<file path="src/rtl/xain_pkg.sv">
`default_nettype none
// +----------------------------------------------------------------------+
// | xain_pkg : shared types and constants for the SDRAM ch3 arbiter      |
// | rev 1.0                                                              |
// +----------------------------------------------------------------------+
package xain_pkg;

  typedef enum logic [2:0] {
    IDLE     = 3'd0,
    ROM_XFER = 3'd1,
    BG2_XFER = 3'd2,
    LOCAL    = 3'd3,
    DONE     = 3'd4
  } ch3_state_t;

  localparam logic [15:0] CH3_DUMMY_DATA      = 16'h0000;
  localparam int unsigned CH3_TIMEOUT_DEFAULT = 255;

endpackage
`default_nettype wire

</file>
<file path="src/rtl/sdr_ch3_arbiter.sv">
`default_nettype none
// +----------------------------------------------------------------------+
// | sdr_ch3_arbiter : registered ROM-write / BG2-read arbiter for ch3    |
// | rev 1.0                                                              |
// +----------------------------------------------------------------------+
module sdr_ch3_arbiter
  import xain_pkg::*;
#(
  parameter int unsigned TIMEOUT_CYCLES = CH3_TIMEOUT_DEFAULT,
  parameter logic [15:0] DUMMY_DATA     = CH3_DUMMY_DATA
) (
  input  logic        clk,
  input  logic        reset,
  input  logic        download,
  input  logic        dbg_mask,
  input  logic [24:0] rom_addr,
  input  logic [15:0] rom_data,
  input  logic [1:0]  rom_be,
  input  logic        rom_req,
  output logic        rom_rdy,
  input  logic [24:0] bg2_addr,
  input  logic        bg2_req,
  output logic [15:0] bg2_dout,
  output logic        bg2_rdy,
  output logic [23:0] ch_addr,
  output logic [15:0] ch_din,
  output logic [1:0]  ch_be,
  output logic        ch_rnw,
  output logic        ch_req,
  input  logic [15:0] ch_dout,
  input  logic        ch_ready,
  output logic        timeout_err
);

  localparam int unsigned      c_cnt_w    = $clog2(TIMEOUT_CYCLES + 1);
  localparam logic [c_cnt_w-1:0] c_cnt_last = c_cnt_w'(TIMEOUT_CYCLES - 1);
  localparam logic [c_cnt_w-1:0] c_cnt_one  = c_cnt_w'(1);

  ch3_state_t         r_state;
  logic [c_cnt_w-1:0] r_cnt;
  logic               w_rom_owner;
  logic               w_unused_addr_lsb;

  // Byte-address LSBs are dropped when forming the SDRAM word address.
  assign w_unused_addr_lsb = rom_addr[0] ^ bg2_addr[0];
  assign w_rom_owner       = (r_state == ROM_XFER);

  always_ff @(posedge clk) begin
    if (reset) begin
      r_state     <= IDLE;
      r_cnt       <= '0;
      ch_addr     <= '0;
      ch_din      <= '0;
      ch_be       <= '0;
      ch_rnw      <= 1'b1;
      ch_req      <= 1'b0;
      rom_rdy     <= 1'b0;
      bg2_rdy     <= 1'b0;
      bg2_dout    <= '0;
      timeout_err <= 1'b0;
    end else begin
      rom_rdy <= 1'b0;
      bg2_rdy <= 1'b0;
      case (r_state)
        IDLE: begin
          r_cnt <= '0;
          if (download && rom_req) begin
            r_state <= ROM_XFER;
            ch_addr <= rom_addr[24:1];
            ch_din  <= rom_data;
            ch_be   <= rom_be;
            ch_rnw  <= 1'b0;
            ch_req  <= 1'b1;
          end else if (bg2_req && (download || dbg_mask)) begin
            r_state <= LOCAL;
          end else if (bg2_req) begin
            r_state <= BG2_XFER;
            ch_addr <= bg2_addr[24:1];
            ch_rnw  <= 1'b1;
            ch_req  <= 1'b1;
          end
        end
        ROM_XFER, BG2_XFER: begin
          r_cnt <= r_cnt + c_cnt_one;
          // A ready arriving on the final allowed cycle still counts as success.
          if (ch_ready) begin
            ch_req  <= 1'b0;
            r_state <= DONE;
            rom_rdy <= w_rom_owner;
            bg2_rdy <= !w_rom_owner;
            if (!w_rom_owner) begin
              bg2_dout <= ch_dout;
            end
          end else if (r_cnt == c_cnt_last) begin
            ch_req      <= 1'b0;
            bg2_dout    <= DUMMY_DATA;
            timeout_err <= 1'b1;
            r_state     <= DONE;
            rom_rdy     <= w_rom_owner;
            bg2_rdy     <= !w_rom_owner;
          end
        end
        LOCAL: begin
          bg2_dout <= DUMMY_DATA;
          bg2_rdy  <= 1'b1;
          r_state  <= DONE;
        end
        // rdy is high for this one cycle; the extra IDLE hop keeps a held req from re-issuing.
        DONE: begin
          r_state <= IDLE;
        end
        default: begin
          r_state <= IDLE;
        end
      endcase
    end
  end

endmodule
`default_nettype wire

</file>
<file path="config.mk">
export PLATFORM = sky130hd
export DESIGN_NAME = sdr_ch3_arbiter
export DESIGN_NICKNAME = d
export VERILOG_FILES = /design/src/rtl/xain_pkg.sv /design/src/rtl/sdr_ch3_arbiter.sv
export SDC_FILE = /design/constraint.sdc
export NUM_CORES = 1
export LEC_CHECK = 0
export BUFFER_PORTS_ARGS = -buffer_cell sky130_fd_sc_hd__clkbuf_2
export CAP_MARGIN = 10
export CORE_MARGIN = 2
export CORE_UTILIZATION = 49
export DETAILED_ROUTE_END_ITERATION = 8
export PLACE_DENSITY = 0.85
export SLEW_MARGIN = 20
export SYNTH_ARGS = -nofsm -noshare
export SYNTH_HDL_FRONTEND = slang
export SYNTH_SLANG_ARGS = --single-unit
</file>
<file path="constraint.sdc">
create_clock -name clk -period 3.6 [get_ports clk]
set_input_delay 0.54 -clock clk [delete_from_list [all_inputs] [get_ports clk]]
set_output_delay 0.54 -clock clk [all_outputs]
set_load 0.01 [all_outputs]
</file>
---- Word level (Yosys, flattened, before mapping) ----
Cells that the tools add are included.
cells by class
  $add $sub $neg .......................... 1
  equality and inequality tests ........... 10
  mux-type cells .......................... 26
  bitwise logic cells ..................... 2
  reduce and logical (&&, ||, !) cells .... 16
operators by type and width
  kind                                            number
  2-to-1 mux 24 bit                               3
  2-to-1 mux 16 bit                               3
  one-hot mux 16 bit (2 select lines)             1
  one-hot mux 8 bit (2 select lines)              1
  2-to-1 mux 3 bit                                5
  inequality test 3 bit (second input constant)   4
  2-to-1 mux 1 bit                                10
  one-hot mux 3 bit (3 select lines)              1
  AND reduction 3 bit                             3
  adder 8 x 1 -> 8 bit (second input constant)    1
  == test 8 bit (second input constant)           1
  == test 3 x 2 -> 1 bit (second input constant)  2
  nonzero test 2 bit                              3
  inequality test 4 bit (second input constant)   1
  one-hot mux 1 bit (2 select lines)              2
  AND reduction 2 bit                             2
  AND reduction 4 bit                             1
  OR reduction 2 bit                              2
  == test 3 x 1 -> 1 bit (second input constant)  1
  logical NOT 3 bit                               1
  logical AND 1 bit                               2
  inequality test 2 bit (second input constant)   1
  NOT 1 bit                                       2
  logical NOT 1 bit                               1
  logical OR 1 bit                                1
storage, ports and cells
  flip-flop bits (word level) ............. 74
  input port bits ......................... 91
  output and inout bits ................... 63
  logic and storage cells ................. 66

---- Longest topological paths before layout ----
Gate-level depths: netlist of run 1.
  depth in word-level cells ............... 5
  depth in mapped cells ................... 7
  gate-level depth less buffers ........... 5

---- Worst setup path after synthesis of run 1 ----
No wires, ideal clock.
  path kind ............................... input to register
  from .................................... input port download
  to ...................................... register ch_addr[10]
  library setup time ...................... 91 ps
  arrival ................................. 1560 ps
  data required time ...................... 3509 ps
  path slack .............................. 1949 ps
  stages .................................. 5
  path buffers ............................ 1
  cell sequence ........................... or3b_1 a21boi_2 buf_2 nor2_1 a311oi_1
on the way
  cells in the longest elaborated chain, start to end .. 4
  elaborated cells between the ends (all ways) .. 7
  those cells by class .................... 1 x eq/ne; 1 x mux; 5 x reduce/logical
ends and longest elaborated chain
  element                          line                   RTL
  start, declared                  sdr_ch3_arbiter.sv:14  input logic download,
  logical OR 1 bit                 sdr_ch3_arbiter.sv:74  end else if (bg2_req && (download || dbg_mask)) begin
  logical AND 1 bit                sdr_ch3_arbiter.sv:74
  inequality test 2 bit (no line)  --
  AND reduction 3 bit (no line)    --
  end signal, assigned             sdr_ch3_arbiter.sv:69  ch_addr <= rom_addr[24:1];
  end signal, assigned             sdr_ch3_arbiter.sv:78  ch_addr <= bg2_addr[24:1];
  end, declared                    sdr_ch3_arbiter.sv:25  output logic [23:0] ch_addr,
Parallel ways exist; a longest one is shown, timed or not.
A chain may end at the register's enable or synchronous reset.

---- Worst setup path after layout of run 1 ----
  from .................................... input port download
  to ...................................... register ch_addr[18]
The elaborated chain is that of the path after synthesis.

==> summary.md, run 1 <==
| Metric | Value |
|---|---|
| TritonCTS Buffers | `9` |
| Synthesized area | `0.00313 mm²` |
| Critical path peak fanout | `37` |
| Reg2reg end | `ch_addr[18]` |
| Starting Density | `49.9%` |
| R2r setup slk | `1.60 ns` |
| Grt ovf | `0` |
| Antenna violations before repair | `0` |
| Post-Synthesis Cells | `372` |
| Leakage Power | `1.95 nW` |
| Worst r2r src | `r_state[1]` |
| IO buf count | `151` |
| Setup crit start kind | `primary input` |
| Nets | `602` |
| Setup Fix Bufs, Post-CTS | `0` |
| Syn. warnings | `0` |
| MaxCap Viol Count | `0` |
| Status | `completed` |
| Tightest Pin Transition | `1.03 ns` |
| Die H | `83.9 µm` |
| Most frequent cells in the layout | `clkbuf_2, nand2_1, dfxtp_1` |
| Slew Viols, Final | `0` |
| Hold Path Origin | `rom_data[15]` |
| Drt first pass iters | `4` |
| Filler cell count in the final layout | `546` |
| Max frequency | `433 MHz` |
| Via density | `5.27` |
| Via count | `3,108` |
| Syn avg cell area | `8.42 µm²` |
| # rows | `29` |
| Clk root buf | `clkbuf_8` |
| Inserted Diodes | `0` |
| CORE AREA | `0.00628 mm²` |
| Clk Latency, worst-skew pair | `0.35 ns` |
| Die width | `83.9 µm` |
| Iteration-0 DRC count of the detailed router | `155` |
| Drt total wl | `7750 µm` |
| Placed Instances | `575` |
| Hold buffer count at cts | `0` |
| Number of global-route vias before repair | `2,996` |
| Final setup TNS | `0 ns` |
| DRC errors left | `0` |
| Total GRT Usage | `22.5%` |
| Num Clock Sinks | `74` |
| Yosys cell types | `36` |
| CTS H-tree lvls | `3` |
| Dpl hpwl | `5500 µm` |
| Slew headroom | `31.6%` |
| Crit share post-route | `64.2%` |
| Layout cell share with drive strength beyond 1 | `34.5%` |
| PD cells | `496 mW/mm²` |
| CP arrival | `2.55 ns` |
| Antenna Violating Nets Remaining | `0` |
| Full die area | `0.00704 mm²` |
| Final Hold Fails | `0` |
| Worst min path class | `primary input to flop` |
| Synthesized Nets | `465` |
| Fin crit period | `2.31 ns` |
| Flops & latches, synth | `74` |
| Most common cell after layout, fill and taps aside | `clkbuf_2` |
| Sequential area share after synthesis | `47.3%` |
| Hold path depth | `3` |
| Clock buffer depth | `2` |
| DR WL/cell | `13.1 µm` |
| WHS Endpoint | `ch_din[15]` |
| Crit path capture type | `flop` |
| Routability-driven placement congestion ratio | `0.774` |
| CTS tree | `done` |
| IO Count | `154` |
| Clock skew | `0.00799 ns` |
| Reg2reg path depth | `5` |
| Setup Viol. Count Final | `0` |
| First-pass GRT wire length | `13,000 µm` |
| Max IR drop VDD | `281 µV` |
| Req. time, crit path | `3.84 ns` |
| RSZ-0062 raised after global routing | `no` |
| Area growth, synth to finish | `32.1%` |
| Cell Count, Final, Fillers Out | `590` |
| Setup CP Type | `primary input to flop` |
| Clock-pin slew on the worst setup and hold paths | `0.07 ns` |
| Post_cts resized | `0` |
| Largest net degree at the start of global routing | `68` |
cells in the mapped netlist (all sizes together):
| cell type | instances | area [µm²] |
|---|---|---|
| nand3 | 28 | 140 |
| a21boi | 1 | 11.3 |
| buf | 14 | 82.6 |
| ha | 2 | 25.0 |
| nor3 | 5 | 30.0 |
| o21a | 1 | 7.51 |
| a31oi | 2 | 27.5 |
| a211oi | 1 | 7.51 |
| a21oi | 23 | 115 |
| nand2b | 17 | 106 |
| dfxtp | 74 | 1480 |
| or3b | 1 | 8.76 |
| and4 | 2 | 20.0 |
| mux2i | 16 | 160 |
| nand2 | 78 | 293 |
| xnor2 | 1 | 8.76 |
| inv | 7 | 26.3 |
| nor2 | 37 | 139 |
| and2 | 1 | 6.26 |
| nor2b | 1 | 6.26 |
| o31ai | 1 | 7.51 |
| o21ai | 4 | 20.0 |
| nand4 | 3 | 18.8 |
| o311a | 1 | 10.0 |
| o32a | 1 | 10.0 |
| and3 | 1 | 6.26 |
| o31a | 2 | 17.5 |
| or2 | 2 | 12.5 |
| xor2 | 4 | 35.0 |
| clkbuf | 15 | 56.3 |
| a311oi | 26 | 234 |
cell type report:
class | count | area (µm²) | share of cell area (%)
Sequential cell | 74 | 1480 | 35.8
Clock inverter | 6 | 130 | 3.15
Inverter | 7 | 26.3 | 0.635
Clock buffer | 9 | 124 | 3.00
Multi-Input combinational cell | 262 | 1490 | 36.1
Timing Repair Buffer | 155 | 786 | 19.0
Tap cell | 77 | 96.3 | 2.33
worst max-delay path, stage by stage:
cell and delay (ns):
clkbuf_2 0.34, or3b_1 0.53, a21boi_4 0.36, buf_4 0.40, nor2_1 0.07, a311oi_1 0.28
kinds of logic (layout without fill, tap and decap cells):
logic type	count (synthesis)	after routing	share of synthesized area [%]
multiplexers	16	16	5.12
XOR/XNOR	5	5	1.40
buffers and inverters	36	177	5.28
AND/OR/NAND/NOR	176	176	25.1
flip-flops	74	74	47.3
AO/OA/AOI/OAI	63	63	14.9
adder cells (fa/ha/maj)	2	2	0.799
metrics by stage:
step	worst slack (ns)	hold WS [ns]	total power [mW]	instance area, µm²	utilization, %
floorplan	1.95	0.445	1.12	3130	-
global placement	1.04	0.442	1.23	3880	61.8
detailed placement	0.944	0.449	1.24	3880	61.8
CTS	1.32	0.397	2.07	4140	65.9
global route	1.14	0.412	2.14	4140	65.9
finish	1.29	0.413	2.05	4140	65.9
registers in the layout, summed over array words and instances, names as in the netlist:
register / cells
bg2_dout: 16
bg2_rdy: 1
ch_addr: 24
ch_be: 2
ch_din: 16
ch_req: 1
ch_rnw: 1
r_cnt: 8
r_state: 3
rom_rdy: 1
timeout_err: 1
metal layers:
layer,track usage (%),part of all wire [%],vias to the layer above
li1,-,-,1554
met1,24.8,41,1447
met2,39.3,51,97
met3,6.53,7.1,10
met4,11.0,1.4,0
met5,0,0,-
power breakdown:
part / internal (mW) / switching, mW
sequential: 0.873 / 0.0336
combinational: 0.138 / 0.181
clock: 0.524 / 0.299
how the worst max path moves through the flow:
stage	startpoint	end	slack, ns	cells after the start
after floorplan	download	ch_addr[10]	1.95	5
after global placement	download	ch_addr[3]	1.04	6
after detailed placement	download	ch_addr[18]	0.94	6
after CTS	download	ch_addr[18]	1.32	6
after global routing	download	ch_addr[1]	1.14	6
final	download	ch_addr[18]	1.29	6
(Power assumes the default switching activity.)
==> run 2: changes to the inputs <==
- CORE_UTILIZATION: 49 -> 41
- PLACE_DENSITY: 0.85 -> 0.75
- clock period: 3.6 -> 1.9 ns (I/O delays scaled with it)
==> run 2 against run 1 <==
  * Clock-buffer cell count is 2 higher
  * Combinational power is 97% higher
  * Clock skew barely moved
  * Critical path depth is 1 lower
  * Setup slack worse by 1.1 ns
  * Die area is 19% higher
  * Global-route usage fell by 2.9 points
  * Total power increased by 80%
  * Largest power group unchanged
==> summary.md, run 2 (synthesis gave the netlist of run 1 again) <==
| Metric | Value |
|---|---|
| Via density | `5.00 (-5.1%)` |
| TritonCTS Buffers | `9 (unchanged)` |
| Hold path depth | `3 (unchanged)` |
| Req. time, crit path | `2.14 ns (-1.70 ns)` |
| Reg2reg end | `ch_addr[21]` |
| Most common cell after layout, fill and taps aside | `clkbuf_2` |
| IO Count | `154 (unchanged)` |
| Fin crit period | `1.67 ns` |
| Worst-path cell chain | `nor3_2 -> a21boi_4 -> buf_12 -> nor2_1 -> a311oi_1` |
| Slew Viols, Final | `0 (unchanged)` |
| Reg power frac | `46.7% (+2.5 points)` |
| Antenna Violating Nets Remaining | `0 (unchanged)` |
| Full die area | `0.00835 mm² (+19%)` |
| Most frequent cells in the layout | `clkbuf_2, nand2_1, dfxtp_1` |
| Number of flip-flops in the largest register | `24 (unchanged)` |
| Dpl hpwl | `5930 µm (+7.9%)` |
| First-pass GRT wire length | `13,400 µm (+3.2%)` |
| Worst slack at placement | `-0.00984 ns (-0.954 ns)` |
| Area growth, synth to finish | `34.3%` |
| Worst min path class | `primary input to flop` |
| Leakage Power | `1.97 nW (+1.2%)` |
| CP arrival | `1.91 ns (-0.64 ns)` |
| PD cells | `876 mW/mm² (+77%)` |
| Reg2reg path depth | `5 (unchanged)` |
| Largest stage delay, worst path | `0.40 ns (-0.13 ns)` |
| Setup CP Type | `flop to flop` |
| Final setup margin | `0.227 ns (-1.06 ns)` |
| Largest net degree at the start of global routing | `50 (-26%)` |
| Total GRT Usage | `19.6% (-2.9 points)` |
| Starting Density | `42.7% (-7.2 points)` |
| Antenna violations before repair | `0 (unchanged)` |
| DRC errors left | `0 (unchanged)` |
| Psw | `0.976 mW (+90%)` |
| DR WL/cell | `13.2 µm (+0.16%)` |
| Max IR drop VDD | `414 µV (+47%)` |
| CORE AREA | `0.00733 mm² (+17%)` |
| Drt first pass iters | `4 (unchanged)` |
| Setup crit start kind | `flop` |
| Crit share post-route | `88.0%` |
| # rows | `31 (+6.9%)` |
| Crit path capture type | `flop` |
| Status | `completed` |
| Worst r2r src | `r_state[1]` |
| Reg with most FFs | `ch_addr` |
| MaxCap Viol Count | `0 (unchanged)` |
| Final setup TNS | `0 ns (unchanged)` |
| Nets | `609 (+1.2%)` |
| WHS Endpoint | `ch_din[0]` |
| Via count | `3,099 (-0.29%)` |
| Routability-driven placement congestion ratio | `0.787 (+1.7%)` |
| Gate power share | `17.2% (+1.6 points)` |
| Sw Ratio | `26.5% (+1.4 points)` |
| Slew headroom | `60.9% (+29 points)` |
| Number of global-route vias before repair | `2,916 (-2.7%)` |
| Clk root buf | `clkbuf_8` |
| CTS H-tree lvls | `3 (unchanged)` |
| Max frequency | `598 MHz` |
| Final Hold Fails | `0 (unchanged)` |
| RSZ-0062 raised after global routing | `no` |
| Inserted Diodes | `0 (unchanged)` |
| Setup Viol. Count Final | `0 (unchanged)` |
| CTS tree | `done` |
| Die width | `91.4 µm (+8.9%)` |
| R2r setup slk | `0.23 ns (-1.37 ns)` |
| Drt total wl | `8160 µm (+5.2%)` |
| Clock buffer depth | `2 (unchanged)` |
| Clk pwr share | `36.2% (-4.0 points)` |
| Layout cell share with drive strength beyond 1 | `35.3% (+0.81 points)` |
| Filler cell count in the final layout | `689 (+26%)` |
| Clock-pin slew on the worst setup and hold paths | `0.07 ns (about the same)` |
| Worst Path Buf+Inv | `1 (-1)` |
| Largest delay share family, worst path | `compound AO/OA/AOI/OAI gates` |
| IO buf count | `151 (unchanged)` |
| Biggest regs | `ch_addr x24, bg2_dout x16, ch_din x16` |
| Tightest Pin Transition | `0.587 ns (-0.440 ns)` |
| Clock skew | `0.00831 ns (+0.000320 ns)` |
| Clk Latency, worst-skew pair | `0.34 ns (about the same)` |
| Int Pwr | `2.71 mW (+76%)` |
| Iteration-0 DRC count of the detailed router | `131 (-15%)` |
| Critical path peak fanout | `49 (+32%)` |
| Num Clock Sinks | `74 (unchanged)` |
| Hold Path Origin | `rom_data[0]` |
| Slowest CP cell | `dfxtp_1` |
| Die H | `91.4 µm (+8.9%)` |
| Grt ovf | `0 (unchanged)` |
-- run 2: area by class of cell --
class | instances | area (µm²) | share of cell area, %
clock buffer | 11 | 141 | 3.36
clock inverter | 5 | 77.6 | 1.84
inverter | 7 | 26.3 | 0.625
multi-input combinational | 262 | 1490 | 35.5
sequential | 74 | 1480 | 35.2
tap | 99 | 124 | 2.95
timing repair buffer | 162 | 863 | 20.5
-- run 2: worst max path at each step --
stage                              to        from  cells after the start
after global placement    bg2_dout[9]    r_cnt[0]                      5
after floorplan           bg2_dout[0]    r_cnt[0]                      7
after CTS                 ch_addr[21]  r_state[1]                      5
after global routing      ch_addr[10]  r_state[1]                      5
final                     ch_addr[21]  r_state[1]                      5
after detailed placement  bg2_dout[4]    r_cnt[0]                      5
-- run 2: power groups by stage --
| stage | clock (mW) | sequential [mW] | combinational (mW) |
|---|---|---|---|
| floorplan | 0 | 1.78 | 0.334 |
| global placement | 0 | 1.75 | 0.618 |
| detailed placement | 0 | 1.75 | 0.632 |
| CTS | 1.37 | 1.72 | 0.638 |
| global route | 1.43 | 1.73 | 0.709 |
| finish | 1.33 | 1.72 | 0.632 |
-- run 2: through the flow --
stage	power, mW	util (%)	area, µm²	std cells	hold slack [ns]
after floorplan	2.11	-	3130	372	0.421
after global placement	2.37	54.1	3970	603	0.442
after detailed placement	2.39	54.1	3970	603	0.448
after CTS	3.72	57.4	4210	620	0.148
after global routing	3.87	57.4	4210	620	0.150
final	3.68	57.4	4210	620	0.164
-- run 2: worst reg2reg max path, stage by stage (launching register included) --
cell and delay [ns]:
dfxtp_1 0.40, nor3_2 0.34, a21boi_4 0.27, buf_12 0.23, nor2_1 0.07, a311oi_1 0.26
-- run 2: routing by layer --
metal	vias to the layer above	global-route usage, %	share of wire [%]
met5	-	0	0
met4	0	6.82	0.83
met3	6	6.39	7.4
met2	98	34.2	50
met1	1424	22.3	42
li1	1571	-	-
-- run 2: what timing repair did --
item                                    CTS  global route
endpoints found under the setup margin    4             0
gates resized for setup                   0             0
hold buffers                              0             0
buffers inserted                          1             0
